## config.mk

```make
export PLATFORM = sky130hd
export DESIGN_NAME = shift_tx_sequencer
export DESIGN_NICKNAME = d
export VERILOG_FILES = /design/src/rtl/shift_tx_sequencer_pkg.sv /design/src/rtl/shift_tx_sequencer.sv
export SDC_FILE = /design/constraint.sdc
export NUM_CORES = 1
export LEC_CHECK = 0
export BUFFER_PORTS_ARGS = -buffer_cell sky130_fd_sc_hd__buf_4
export CAP_MARGIN = 20
export CORE_MARGIN = 10
export CORE_UTILIZATION = 40
export DETAILED_ROUTE_END_ITERATION = 6
export SLEW_MARGIN = 20
export SYNTH_ARGS = -nofsm -noshare
export SYNTH_HDL_FRONTEND = slang
export SYNTH_SLANG_ARGS = --single-unit
```

## constraint.sdc

```tcl
create_clock -name clk -period 4.6 [get_ports clk]
set_clock_uncertainty 0.1 [all_clocks]
set_input_delay 0 -clock clk [delete_from_list [all_inputs] [get_ports clk]]
set_output_delay 0 -clock clk [all_outputs]
set_load 0.01 [all_outputs]
```

## src/rtl/shift_tx_sequencer_pkg.sv

```systemverilog
// Shared types and constants for the parallel-to-serial transmit sequencer.
// The state enum and direction encodings are used by the RTL and the bench.
package shift_tx_sequencer_pkg;

  typedef enum logic {
    IDLE  = 1'b0,
    SHIFT = 1'b1
  } state_t;

  localparam logic DIR_MSB = 1'b0;
  localparam logic DIR_LSB = 1'b1;

endpackage

```

## src/rtl/shift_tx_sequencer.sv

```systemverilog
// Accepts parallel words over valid/ready, buffers one pending word and
// serialises each word MSB- or LSB-first, with a per-cycle enable for stalling.
module shift_tx_sequencer
  import shift_tx_sequencer_pkg::*;
#(
  parameter int WIDTH = 4
) (
  input  logic             clk,
  input  logic             clr,
  input  logic             in_valid,
  output logic             in_ready,
  input  logic [WIDTH-1:0] in_data,
  input  logic             in_dir,
  input  logic             en,
  output logic             ser_out,
  output logic             ser_valid,
  output logic             ser_last,
  output logic             busy
);

  localparam int CNT_W = $clog2(WIDTH);
  localparam logic [CNT_W-1:0] LAST_CNT = CNT_W'(WIDTH - 1);

  state_t state, next_state;

  logic [WIDTH-1:0] shift_data;
  logic             shift_dir;
  logic [CNT_W-1:0] shift_cnt;
  logic [WIDTH-1:0] pend_data;
  logic             pend_dir;
  logic             pend_full;

  logic             accept;
  logic             at_last;
  logic             load_in;
  logic             load_pend;
  logic             advance;
  logic             to_pend;
  logic [CNT_W-1:0] head_idx;

  assign in_ready = !pend_full;
  assign accept   = in_valid && in_ready;
  assign at_last  = (state == SHIFT) && (shift_cnt == LAST_CNT);

  // Head bit walks upward for LSB-first words and downward for MSB-first ones.
  assign head_idx  = (shift_dir == DIR_LSB) ? shift_cnt : (LAST_CNT - shift_cnt);
  assign ser_out   = (state == SHIFT) && shift_data[head_idx];
  assign ser_valid = (state == SHIFT);
  assign ser_last  = at_last;
  assign busy      = (state == SHIFT) || pend_full;

  always_ff @(posedge clk or posedge clr) begin
    if (clr) begin
      state <= IDLE;
    end else begin
      state <= next_state;
    end
  end

  // On a consumed last bit the pending word has priority over a fresh one;
  // in that case in_ready was low, so the two never compete on one edge.
  always_comb begin
    next_state = state;
    load_in    = 1'b0;
    load_pend  = 1'b0;
    advance    = 1'b0;
    to_pend    = 1'b0;
    case (state)
      IDLE: begin
        if (accept) begin
          load_in    = 1'b1;
          next_state = SHIFT;
        end
      end
      SHIFT: begin
        if (en && at_last) begin
          if (pend_full) begin
            load_pend = 1'b1;
          end else if (accept) begin
            load_in = 1'b1;
          end else begin
            next_state = IDLE;
          end
        end else begin
          advance = en;
          to_pend = accept;
        end
      end
      default: next_state = IDLE;
    endcase
  end

  always_ff @(posedge clk or posedge clr) begin
    if (clr) begin
      shift_data <= '0;
      shift_dir  <= DIR_MSB;
      shift_cnt  <= '0;
      pend_data  <= '0;
      pend_dir   <= DIR_MSB;
      pend_full  <= 1'b0;
    end else begin
      if (load_in) begin
        shift_data <= in_data;
        shift_dir  <= in_dir;
        shift_cnt  <= '0;
      end else if (load_pend) begin
        shift_data <= pend_data;
        shift_dir  <= pend_dir;
        shift_cnt  <= '0;
      end else if (advance) begin
        shift_cnt  <= shift_cnt + 1'b1;
      end

      if (load_pend) begin
        pend_full <= 1'b0;
      end else if (to_pend) begin
        pend_data <= in_data;
        pend_dir  <= in_dir;
        pend_full <= 1'b1;
      end
    end
  end

endmodule

```

==> run_results.csv <==
group,metric,value,unit
worst_setup_path,rrSetupSlack,2.80,ns
sta,setup_ws,2.801,ns
cts,h-tree-depth,1,
cts,ctsResizeCount,0,
routing,dr.first_iter.drc_count,2,
yosys,synthFlopType,"dfrtp_1",
routing,dr_total_vias,556,
global_routing,grt.total_usage,0.07513,
pwr,p_int,396.4,uW
pwr,seq_power_share,0.393,
global_routing,overflow,0,
pwr,swShare,0.3422,
pwr,clkPwrFrac,0.146,
sta,max-slew-margin-rel,0.6607,
worst_setup_path,r2r-start,"shift_cnt[0]",
yosys,synth_edf_count,0,
sta,drv_slew,0,
sta,tightestPinTransition,0.5084,ns
yosys,ys_ff_latch,14,
routing,routedWlPerCell,13.23,um
cts,cts_root_buf,"clkbuf_4",
routing,firstDrtPassIters,4,
placement,io_buffers,13,
die,die_area,4055,um2
finish,diodes,0,
worst_setup_path,worstSetupEndpointType,"register",
worst_setup_path,critPathArrivalTime,1.87,ns
cts,cts_tree,"yes",
pwr,p_leak,0.4673,nW
sta,hold_viol_final,0,
yosys,syn_nets,73,
yosys,yosys.cell_types.count,26,
routing,drtAntennaViolNets,0,
pwr,combPwrFrac,0.461,
worst_setup_path,worstSetupPathType,"register to register",
die,start_util,0.4326,
routing,routed_wl,1495,um
outcome,status,"finished, final reports clean",
pwr,switchingPower,206.2,uW
finish,layout_common_cells,"14 x dfrtp_1, 13 x buf_4, 8 x dlygate4sd3_1",
cts,path_clk_slew,0.09,ns
worst_setup_path,path_max_fanout,7,
yosys,ys_async_sr_fraction,1.000,
die,coreArea,1764,um2
placement,preCtsSetupSlack,2.797,ns
hold_path,hold_path.class,"primary input to async pin",
placement,hpwl,1166,um
finish,fin_nets,99,
cts,cts_buffer_depth,2,
finish,drive_gt1_frac,0.3409,
sta,tns,0,ns
sta,rsz0062_at_grt,"no",
die,chipWidth,63.68,um
pwr,max-vdd-ir-drop,0.0003551,V
yosys,yosysTopAreaCellShare,0.4590,
yosys,mappedNetlistArea,763.2,um2
yosys,synth_warnings,0,
worst_setup_path,rr_worst_depth,4,
finish,area_growth,32.13,%
yosys,ys_seq_area_frac,0.4590,
sta,setup_viol,0,
routing,viasPerCell,4.920,
global_routing,grt_pass1_vias,563,
die,row_count,15,
global_routing,grt_pass1_wl,2490,um
yosys,yosys-top-cells-area,"dfrtp_1 46%, mux2_2 10%, a221o_1 6.6%",
yosys,synth_area_per_cell,12.11,um2
sta,max_freq,555.8,MHz
yosys,synthCells,63,
die,io_pins,14,
global_routing,antenna_found_initial,0,
sta,fin_crit_sh,0.3911,
cts,clock_sinks,14,
cts,numCtsBuffers,3,
global_routing,grt_max_degree,15,
finish,final_common_cell,"dfrtp_1",
run,max_cap_viol_count,0,
sta,post-route-min-period,1.799,ns
pwr,p_per_area,597.6,nW/um2
worst_setup_path,rr_endpoint,"pend_dir",
worst_setup_path,setup.worst_path.start_class,"register",
routing,drc,0,
die,fp.dieH,63.68,um
finish,n_fill_cell,159,
worst_setup_path,required,4.67,ns
cts,insertion_delay,0.27,ns
yosys,yosys.area.top_type,"dfrtp_1",
placement,gp_congestion,0.7635,
==> layer usage <==
layer  track usage  vias to the layer above  part of all wire
li1              -                      290                 -
met1        0.1015                      254              0.52
met2        0.1043                       10              0.43
met3       0.01943                        2             0.043
met4       0.04098                        0            0.0040
met5             0                        -                 0
==> metrics by stage <==
| stage | area (um2) | std cells | total power [mW] | hold slack [ns] | util |
|---|---|---|---|---|---|
| 2_1_floorplan | 763.2 | 63 | 0.4331 | -0.2108 | - |
| 6_report | 1008 | 113 | 0.6027 | 0.2062 | 0.5716 |
| 4_1_cts | 1008 | 113 | 0.6117 | 0.2134 | 0.5716 |
| 3_3_place_gp | 892.1 | 101 | 0.5131 | -0.02410 | 0.5057 |
| 5_1_grt | 1008 | 113 | 0.6516 | 0.2532 | 0.5716 |
| 3_5_place_dp | 892.1 | 101 | 0.5169 | -0.02659 | 0.5057 |
==> flip-flops by register name (all words and copies together), names as in the netlist <==
register / cells
pend_data: 4
shift_data: 4
shift_cnt: 2
pend_dir: 1
pend_full: 1
ser_valid: 1
shift_dir: 1
==> critical path: stages (launching register included) <==
cell     delay (ns)
dfrtp_1        0.44
ha_1           0.30
nand2_1        0.15
nor3b_4        0.33
mux2_2         0.37
==> power groups by stage <==
stage	clock [mW]	combinational [mW]	sequential [mW]
after floorplan	0	0.206	0.227
after global placement	0	0.273	0.240
after detailed placement	0	0.275	0.242
after CTS	0.0914	0.282	0.238
after global routing	0.0947	0.309	0.248
final	0.0881	0.278	0.237
==> cell families (layout without fill, tap and decap cells) <==
logic type | Yosys count | count (layout) | share of synthesized area
compound gates | 16 | 16 | 0.1820
buf+inv | 4 | 29 | 0.01967
fa+ha+maj | 1 | 1 | 0.01639
flops | 14 | 14 | 0.4590
simple gates | 18 | 18 | 0.1590
mux | 10 | 10 | 0.1639
==> area by class of cell <==
type	count	area, um2	area share
Multi-Input combinational cell	45	397.9	0.3945
Timing Repair Buffer	21	177.7	0.1762
Tap cell	25	31.28	0.03102
Sequential cell	14	350.3	0.3474
Inverter	4	15.01	0.01489
Clock buffer	4	36.28	0.03598
==> timing repair <==
action,4_1_cts,5_1_grt
hold buffers,8,0
setup buffers,0,0
hold endpoints to repair,27,0
==> synthesized netlist by cell type, types with 2 or more instances <==
cell and n:
a221o_1 5, and2_1 6, dfrtp_1 14, inv_1 4, mux2_2 7, mux2i_1 2
nand2_1 4, nor2_1 2, o22ai_1 2
==> how the worst max path moves through the flow <==
stage | from | slack [ns] | endpoint | cells after the start
after floorplan | shift_cnt[0] | 2.95 | pend_data[0] | 4
after global placement | shift_cnt[0] | 2.81 | pend_data[0] | 4
after detailed placement | shift_cnt[1] | 2.80 | pend_data[0] | 4
after CTS | shift_cnt[0] | 2.79 | pend_data[0] | 4
after global routing | shift_cnt[0] | 2.67 | pend_dir | 4
final | shift_cnt[0] | 2.80 | pend_dir | 4
(Power assumes the default switching activity.)
